$ cat src/rtl/wb_pkg.sv
// Shared write-back definitions.
// Purpose : the write-back entry record used between the execute-unit
//           write-back channels and the single registered write-back channel.
// Contents: WB_RDADDR_W / WB_CAUSE_W field widths, default tag/data widths,
//           wb_entry_t record.
package wb_pkg;

    localparam int WB_RDADDR_W = 5;
    localparam int WB_CAUSE_W  = 5;
    localparam int WB_ITAG_W   = 8;
    localparam int WB_XLEN     = 64;

    typedef struct packed {
        logic [WB_ITAG_W-1:0]   itag;
        logic [WB_XLEN-1:0]     data;
        logic                   rd_wen;
        logic [WB_RDADDR_W-1:0] rd_addr;
        logic                   exc;
        logic [WB_CAUSE_W-1:0]  cause;
    } wb_entry_t;

endpackage

$ cat src/rtl/wb_arbiter_rr.sv
// Round-robin arbiter with a registered priority pointer.
// Purpose : grants the first requesting source found scanning cyclically
//           from the pointer; after a granted transfer the pointer moves
//           to one past the winner.
// Ports   : clk_i, arst_i (async, active-high)
//           req[NPORT]     request vector
//           advance        a transfer happened on the current grant
//           grant[NPORT]   one-hot (or zero) grant
//           grant_idx      index of the granted source (0 when none)
module rr_arbiter #(
    parameter int NPORT = 4,
    parameter int IDX_W = $clog2(NPORT)
) (
    input  logic             clk_i,
    input  logic             arst_i,
    input  logic [NPORT-1:0] req,
    input  logic             advance,
    output logic [NPORT-1:0] grant,
    output logic [IDX_W-1:0] grant_idx
);

    logic [IDX_W-1:0] ptr_q;
    logic [IDX_W-1:0] cand;
    logic [IDX_W-1:0] next_ptr;
    logic             found;

    // Index ptr+k folded back into 0..NPORT-1 (k < NPORT, so one subtraction suffices).
    function automatic logic [IDX_W-1:0] wrap_idx(input int v);
        int r;
        r = v;
        if (r >= NPORT) r = r - NPORT;
        return IDX_W'(r);
    endfunction

    always_comb begin
        grant     = '0;
        grant_idx = '0;
        found     = 1'b0;
        cand      = '0;
        for (int k = 0; k < NPORT; k++) begin
            cand = wrap_idx(int'(ptr_q) + k);
            if (!found && req[cand]) begin
                grant[cand] = 1'b1;
                grant_idx   = cand;
                found       = 1'b1;
            end
        end
    end

    // Explicit wrap keeps ptr inside 0..NPORT-1 for non-power-of-two NPORT.
    assign next_ptr = (grant_idx == IDX_W'(NPORT - 1)) ? '0 : grant_idx + 1'b1;

    always_ff @(posedge clk_i or posedge arst_i) begin
        if (arst_i) begin
            ptr_q <= '0;
        end else if (advance) begin
            ptr_q <= next_ptr;
        end
    end

endmodule

$ cat src/rtl/wb_arbiter.sv
// Write-back arbiter.
// Purpose : selects one completed micro-op per cycle from NPORT execute-unit
//           channels (round-robin) and registers it onto the single
//           write-back channel feeding ROB completion and regfile write.
//           A flush kills the registered entry and blocks acceptance.
// Ports   : clk_i, arst_i (async, active-high), flush_i
//           in_valid_i/in_ready_o and packed per-source payload
//             (itag, data, rd_wen, rd_addr, exc, cause), source i at [i*W +: W]
//           out_valid_o/out_ready_i and registered payload; out_rd_wen_o is
//           qualified by !exc; out_src_o is the winning source index.
module wb_arbiter
    import wb_pkg::*;
#(
    parameter int NPORT  = 4,
    parameter int ITAG_W = 8,
    parameter int XLEN   = 64,
    parameter int IDX_W  = $clog2(NPORT)
) (
    input  logic                      clk_i,
    input  logic                      arst_i,
    input  logic                      flush_i,
    input  logic [NPORT-1:0]          in_valid_i,
    output logic [NPORT-1:0]          in_ready_o,
    input  logic [NPORT*ITAG_W-1:0]   in_itag_i,
    input  logic [NPORT*XLEN-1:0]     in_data_i,
    input  logic [NPORT-1:0]          in_rd_wen_i,
    input  logic [NPORT*5-1:0]        in_rd_addr_i,
    input  logic [NPORT-1:0]          in_exc_i,
    input  logic [NPORT*5-1:0]        in_cause_i,
    output logic                      out_valid_o,
    input  logic                      out_ready_i,
    output logic [ITAG_W-1:0]         out_itag_o,
    output logic [XLEN-1:0]           out_data_o,
    output logic                      out_rd_wen_o,
    output logic [4:0]                out_rd_addr_o,
    output logic                      out_exc_o,
    output logic [4:0]                out_cause_o,
    output logic [IDX_W-1:0]          out_src_o
);

    // The entry record has fixed widths; the parameters must agree with it.
    if ((ITAG_W != WB_ITAG_W) || (XLEN != WB_XLEN)) begin : g_param_check
        $error("wb_arbiter: ITAG_W/XLEN must match wb_pkg entry widths");
    end

    wb_entry_t        ent [NPORT];
    wb_entry_t        sel;
    logic [NPORT-1:0] grant;
    logic [IDX_W-1:0] grant_idx;
    logic             load_en;
    logic             xfer;

    wb_entry_t        entry_p1;
    logic [IDX_W-1:0] src_p1;
    logic             vld_p1;

    always_comb begin
        for (int i = 0; i < NPORT; i++) begin
            ent[i].itag    = in_itag_i[i*ITAG_W +: ITAG_W];
            ent[i].data    = in_data_i[i*XLEN +: XLEN];
            ent[i].rd_wen  = in_rd_wen_i[i];
            ent[i].rd_addr = in_rd_addr_i[i*WB_RDADDR_W +: WB_RDADDR_W];
            ent[i].exc     = in_exc_i[i];
            ent[i].cause   = in_cause_i[i*WB_CAUSE_W +: WB_CAUSE_W];
        end
    end

    // Output slot can take a new entry when empty or draining this cycle;
    // a flush blocks acceptance outright.
    assign load_en    = !(vld_p1 && !out_ready_i) && !flush_i;
    assign in_ready_o = grant & {NPORT{load_en}};
    assign xfer       = load_en && (|grant);

    rr_arbiter #(
        .NPORT (NPORT),
        .IDX_W (IDX_W)
    ) u_rr (
        .clk_i     (clk_i),
        .arst_i    (arst_i),
        .req       (in_valid_i),
        .advance   (xfer),
        .grant     (grant),
        .grant_idx (grant_idx)
    );

    // An excepting micro-op must not write the register file.
    always_comb begin
        sel        = ent[grant_idx];
        sel.rd_wen = ent[grant_idx].rd_wen && !ent[grant_idx].exc;
    end

    // ---- stage boundary: arbitration -> registered write-back entry ----
    always_ff @(posedge clk_i or posedge arst_i) begin
        if (arst_i) begin
            vld_p1 <= 1'b0;
        end else if (flush_i) begin
            vld_p1 <= 1'b0;
        end else if (load_en) begin
            vld_p1 <= xfer;
        end
    end

    always_ff @(posedge clk_i) begin
        if (xfer) begin
            entry_p1 <= sel;
            src_p1   <= grant_idx;
        end
    end

    assign out_valid_o   = vld_p1;
    assign out_itag_o    = entry_p1.itag;
    assign out_data_o    = entry_p1.data;
    assign out_rd_wen_o  = entry_p1.rd_wen;
    assign out_rd_addr_o = entry_p1.rd_addr;
    assign out_exc_o     = entry_p1.exc;
    assign out_cause_o   = entry_p1.cause;
    assign out_src_o     = src_p1;

endmodule

$ cat config.mk
export PLATFORM = sky130hd
export DESIGN_NAME = wb_arbiter
export DESIGN_NICKNAME = d
export VERILOG_FILES = /design/src/rtl/wb_pkg.sv /design/src/rtl/wb_arbiter_rr.sv /design/src/rtl/wb_arbiter.sv
export SDC_FILE = /design/constraint.sdc
export NUM_CORES = 1
export LEC_CHECK = 0
export BUFFER_PORTS_ARGS = -buffer_cell sky130_fd_sc_hd__buf_2
export CAP_MARGIN = 30
export CORE_AREA = 2 2 168 170
export DETAILED_ROUTE_END_ITERATION = 12
export DIE_AREA = 0 0 170 172
export HOLD_SLACK_MARGIN = 0.02
export PLACE_DENSITY_LB_ADDON = 0.2
export REMOVE_ABC_BUFFERS = 1
export SLEW_MARGIN = 0
export SYNTH_ARGS = -nofsm -noshare
export SYNTH_HDL_FRONTEND = slang
export SYNTH_HIERARCHICAL = 1
export SYNTH_SLANG_ARGS = --single-unit
$ cat constraint.sdc
create_clock -name clk_i -period 10.12 [get_ports clk_i]
set_clock_uncertainty 0.1 [all_clocks]
set_input_delay 1.518 -clock clk_i [delete_from_list [all_inputs] [get_ports clk_i]]
set_output_delay 1.518 -clock clk_i [all_outputs]
set_load 0.05 [all_outputs]
Word level (Yosys, flattened, before mapping)
Cells that the tools add are included.
W data, S select, Z words.
{"block": "word_totals", "output_inout_bits": 91, "elab_cells": 93, "reg_bits": 89}
{"block": "classes", "n_addsub": 8, "muxes": 37, "bitwise_logic": 5, "eq_ne": 1, "magnitude_cmp": 13, "n_reduce_logical": 20}
{"cell": "$bmux W84 S2", "n": 1}
{"cell": "$mux W84", "n": 2}
{"cell": "$mux W2", "n": 9}
{"cell": "$mux W4", "n": 4}
{"cell": "$mux W1", "n": 13}
{"cell": "$ge A3 B3 Y1 const B", "n": 4}
{"cell": "$lt A2 B3 Y1 const B", "n": 4}
{"cell": "$or A4 B4 Y4", "n": 3}
{"cell": "$logic_and A1 B1 Y1", "n": 11}
{"cell": "$bmux W1 S2", "n": 4}
{"cell": "$demux W1 S2", "n": 4}
{"cell": "$ge A2 B1 Y1 const B", "n": 4}
{"cell": "$sub A2 B1 Y2 const B", "n": 4}
{"cell": "$logic_not A1 Y1", "n": 7}
{"cell": "$add A2 B2 Y3 const B", "n": 2}
{"cell": "$and A4 B4 Y4", "n": 1}
{"cell": "$reduce_or A4 Y1", "n": 1}
{"cell": "$add A2 B1 Y3 const B", "n": 1}
{"cell": "$ge A2 B3 Y1 const B", "n": 1}
{"cell": "$not A2 Y3", "n": 1}
{"cell": "$add A2 B1 Y2 const B", "n": 1}
{"cell": "$eq A2 B2 Y1 const B", "n": 1}
{"cell": "$reduce_bool A2 Y1", "n": 1}

Depth between registers and ports, before layout
{"block": "depth", "depth_word": 20, "ltp_mapped": 14}

By module
Netlist, hierarchy kept.
{"module": "wb_arbiter", "seq_area_each_um2": 2607.5, "cells_each": 200, "instances": 1, "area_each_um2": 4770.8}
{"module": "rr_arbiter", "seq_area_each_um2": 50.0, "cells_each": 65, "instances": 1, "area_each_um2": 558.0}

Worst setup path before layout
No wires, ideal clock.
{"block": "synth_path", "path_kind": "input to register", "from": "in in_valid_i[0]", "to": "reg u_rr.ptr_q[1]", "t_arrival_ns": 9.756, "cell_stages": 10, "setup_time_ns": 0.109, "required_time_ns": 9.911, "path_buffers": 2, "setup_slack_ns": 0.155, "cell_sequence": "buf_2 mux4_2 clkbuf_1 nor3b_2 a22oi_1 o21ai_0 nor4_1 nor3_1 inv_1 o31ai_1"}
{"block": "synth_between", "elab_chain_cells": 14, "word_cells_on_any_way": 33, "cone_classes": "add/sub (1); eq/ne (1); mux (20); bitwise (3); reduce/logical (8)"}
{"item": "from (decl)", "line_no": "wb_arbiter.sv:22", "source": "input logic [NPORT-1:0] in_valid_i,"}
{"item": "$bmux W1 S2", "line_no": "wb_arbiter_rr.sv:42", "source": "if (!found && req[cand]) begin"}
{"item": "$mux W1 (implied by the code)", "line_no": "wb_arbiter_rr.sv:42"}
{"item": "$mux W1", "line_no": "wb_arbiter_rr.sv:42"}
{"item": "$logic_not A1 Y1", "line_no": "wb_arbiter_rr.sv:42"}
{"item": "$logic_and A1 B1 Y1", "line_no": "wb_arbiter_rr.sv:42"}
{"item": "$mux W1", "line_no": "wb_arbiter_rr.sv:42"}
{"item": "$logic_not A1 Y1", "line_no": "wb_arbiter_rr.sv:42"}
{"item": "$logic_and A1 B1 Y1", "line_no": "wb_arbiter_rr.sv:42"}
{"item": "$mux W1", "line_no": "wb_arbiter_rr.sv:42"}
{"item": "$logic_not A1 Y1", "line_no": "wb_arbiter_rr.sv:42"}
{"item": "$logic_and A1 B1 Y1", "line_no": "wb_arbiter_rr.sv:42"}
{"item": "$mux W4 *", "line_no": "wb_arbiter_rr.sv:42"}
{"item": "net grant[2]", "line_no": "wb_arbiter.sv:48", "source": "logic [NPORT-1:0] grant;"}
{"item": "$reduce_or A4 Y1 *", "line_no": "wb_arbiter.sv:72", "source": "assign xfer = load_en && (|grant);"}
{"item": "$logic_and A1 B1 Y1 *", "line_no": "wb_arbiter.sv:72"}
{"item": "net xfer", "line_no": "wb_arbiter.sv:51", "source": "logic xfer;"}
{"item": "to (signal assigned)", "line_no": "wb_arbiter_rr.sv:57", "source": "ptr_q <= next_ptr;"}
{"item": "to (decl)", "line_no": "wb_arbiter_rr.sv:22", "source": "logic [IDX_W-1:0] ptr_q;"}
Mark *: on every way through the listed nets, which the timed path passes. The rest lies on a longest branch. The select of a mux whose other input is x is not followed.
A chain may end at the register's enable or synchronous reset.

Final worst setup path
{"block": "layout_path", "from": "in in_valid_i[1]", "to": "out in_ready_o[2]"}
{"block": "layout_between", "elab_chain_cells": 13, "word_cells_on_any_way": 25, "cone_classes": "mux (15); bitwise (4); reduce/logical (6)"}
{"item": "$bmux W1 S2", "line_no": "wb_arbiter_rr.sv:42"}
{"item": "$mux W1 (implied by the code)", "line_no": "wb_arbiter_rr.sv:42"}
{"item": "$mux W1", "line_no": "wb_arbiter_rr.sv:42"}
{"item": "$logic_not A1 Y1", "line_no": "wb_arbiter_rr.sv:42"}
{"item": "$logic_and A1 B1 Y1", "line_no": "wb_arbiter_rr.sv:42"}
{"item": "$mux W1", "line_no": "wb_arbiter_rr.sv:42"}
{"item": "$logic_not A1 Y1", "line_no": "wb_arbiter_rr.sv:42"}
{"item": "$logic_and A1 B1 Y1", "line_no": "wb_arbiter_rr.sv:42"}
{"item": "$mux W1", "line_no": "wb_arbiter_rr.sv:42"}
{"item": "$logic_not A1 Y1", "line_no": "wb_arbiter_rr.sv:42"}
{"item": "$logic_and A1 B1 Y1", "line_no": "wb_arbiter_rr.sv:42"}
{"item": "$mux W4 *", "line_no": "wb_arbiter_rr.sv:42"}
{"item": "net grant[2]", "line_no": "wb_arbiter.sv:48"}
{"item": "$and A4 B4 Y4 *", "line_no": "wb_arbiter.sv:71", "source": "assign in_ready_o = grant & {NPORT{load_en}};"}
{"item": "to (decl)", "line_no": "wb_arbiter.sv:23", "source": "output logic [NPORT-1:0] in_ready_o,"}
Marked as above.

==> out/results.tsv <==
stage	metric	value	unit
yosys	avgSynthCellArea	20.1	sq um
yosys	synth_top_area_share	0.485	
yosys	synth_area	5330	sq um
sta	relSlewSlack	0.424	
grt	grt_pass1_vias	4581	
hold_path	hp-class	reg -> reg	
place	hpwl	16500	um
floorplanning	die_area	29200	sq um
yosys	synth_largest_area_cell	edfxtp_1	
grt	grt_pass1_wl	27600	um
power	p_leak	3.46	nW
power	powerDensity	417	nW/um^2
drt	wl	19900	um
yosys	yosysMostFrequentCell	mux4_2	
run	drv_cap	0	
place	portBuffers	434	
drt	avgRoutedWirePerCell	19.0	um
floorplanning	die_h	172	um
status	status	completed	
yosys	synth-async-reset-ratio	0.0337	
grt	grt-ovfl-total	0	
sta	layout_setup_ws	5.08	ns
floorplanning	io_pins	435	
yosys	synth_flop_cell	edfxtp_1	
sta	min_period	5.04	ns
layout	finalNonFillerCells	1048	
setup_path	worst_ep_required_time	8.50	ns
cts	cts.clk_slew.worst_paths	0.07	ns
setup_path	cp-start-kind	input pin	
yosys	synth_edf_count	86	
sta	finalMaxSlewViolations	0	
cts	insertion_delay	0.34	ns
cts	htree_levels	3	
yosys	synth_common_cells	88 x mux4_2, 86 x edfxtp_1, 9 x buf_2	
setup_path	path_max_fanout	9	
grt	grt_usage	0.129	
cts	cts_resized	0	
place	gp_congestion	0.807	
layout	final_nets	1043	
place	place_ws	4.81	ns
power	ir_drop	0.000141	V
cts	clk_path_buf_depth	2	
sta	worst_pin_slew	0.864	ns
cts	cts-root-buf	clkbuf_16	
floorplanning	initial_core_util	0.194	
layout	areaGrowthSynthToFinish	51.6	%
drt	drcViolationCount	0	
yosys	ys_ff_latch	89	
cts	numCtsBuffers	9	
sta	fmax	198	MHz
floorplanning	fp.dieW	170	um
sta	finalHoldViolations	0	
cts	cts.sinks	89	
cts	cts_setup_buffers	0	
drt	antenna_left	0	
drt	via_per_inst	4.29	
floorplanning	core_area	27500	sq um
sta	fin_tns_setup	0	ns
place	placed_cells	1028	
sta	rsz0062_at_grt	no	
yosys	synth-seq-area-share	0.499	
sta	setup_viol_count_final	0	
yosys	postSynthCellCount	265	
grt	grt_max_degree	50	
yosys	synth.distinct_cells	36	
yosys	yosys-top-cells-area	edfxtp_1 48%, mux4_2 37%, buf_12 2.6%	
floorplanning	rows	61	
drt	dr_total_vias	4492	
cts	cts_tree	yes	
yosys	yosysWarningCount	6	
setup_path	crit_type	in -> out	
cts	hold_buffers	0	
setup_path	cp-end-kind	output pin	
sta	fin_crit_sh	0.498	
drt	dr.pass1.iters	4	
setup_path	arrival	3.42	ns
grt	antenna_found_initial	5	
layout	drive_gt1_frac	0.785	
drt	drtIter0Drc	206	
-- cell type report --
class,instances,area (sq um)
sequential,89,2660
clock inverter,6,67.6
multi-input combinational,148,2440
clock buffer,10,229
fill,2869,19400
tap,346,433
inverter,6,22.5
timing repair buffer,439,2220
antenna,4,10.0
-- kinds of logic (layout without fill, tap and decap cells) --
group | count (synthesis) | count (layout) | share of synthesized area
AO/OA/AOI/OAI | 25 | 25 | 0.0324
adder cells (fa/ha/maj) | 6 | 6 | 0.0141
buffers and inverters | 28 | 461 | 0.0474
flip-flops | 89 | 89 | 0.499
multiplexers | 90 | 90 | 0.376
other | 0 | 4 | 0
AND/OR/NAND/NOR | 27 | 27 | 0.0317
-- through the flow --
step	utilization	power (mW)	hold WS (ns)	cell area (sq um)
floorplan	-	2.74	0.510	5100
global placement	0.282	3.06	0.448	7750
detailed placement	0.283	3.08	0.450	7770
CTS	0.294	3.44	0.462	8070
global route	0.294	3.57	0.499	8080
finish	0.294	3.37	0.460	8080
-- placed cells by master, fill, tap and decap left out, drive strengths merged, types with 2 or more instances in the layout --
master	synthesis	routed
nor3b	5	5
clkbuf	2	10
mux4	88	88
a22oi	8	8
mux2i	2	2
nor2	6	6
clkinv	0	2
buf	20	439
edfxtp	86	86
inv	6	7
diode	0	4
nor3	2	2
clkinvlp	0	2
nand2b	2	2
o21ai	6	6
ha	6	6
nor2b	4	4
dfrtp	3	3
nand2	4	4
a21oi	3	3
-- report_power, final --
part	switching (mW)	internal [mW]
registers	0.0610	0.759
logic	1.40	0.799
clock network	0.155	0.193
-- flip-flops by register name (all words and copies together) (netlist names), named ones only --
| signal | cells |
|---|---|
| out_data_o | 64 |
| out_itag_o | 8 |
| out_cause_o | 5 |
| out_rd_addr_o | 5 |
| out_src_o | 2 |
| out_exc_o | 1 |
| out_rd_wen_o | 1 |
| out_valid_o | 1 |
| u_rr/ptr_q | 1 |
-- routing by layer --
metal / vias to the layer above / wire length [um] / track usage
met5: - / 13 / 0
met4: 2 / 419 / 0.0457
met3: 23 / 1610 / 0.0419
met2: 229 / 10600 / 0.232
met1: 2193 / 7220 / 0.144
li1: 2045 / - / -
-- path summary, 6_finish.rpt --
kind | cells past startpoint | end | start | slack [ns]
worst max-delay path | 8 | in_ready_o[2] | in_valid_i[1] | 5.08
worst min-delay path | 2 | out_valid_o | out_valid_o | 0.46
worst max register to register | 9 | out_rd_wen_o | flop | 5.36
worst min register to register | 2 | out_valid_o | out_valid_o | 0.46
max in group asynchronous | 2 | u_rr/ptr_q[1] | arst_i | 8.86
min in group asynchronous | 2 | out_valid_o | arst_i | 0.93
-- critical path: stages --
cell and delay, ns:
buf_2 0.15, mux4_2 0.49, nor2b_1 0.20, nor3b_2 0.32
a22oi_1 0.10, o21ai_0 0.14, nor3b_1 0.21, buf_2 0.29
No activity file was read; power rests on OpenSTA's default activity.
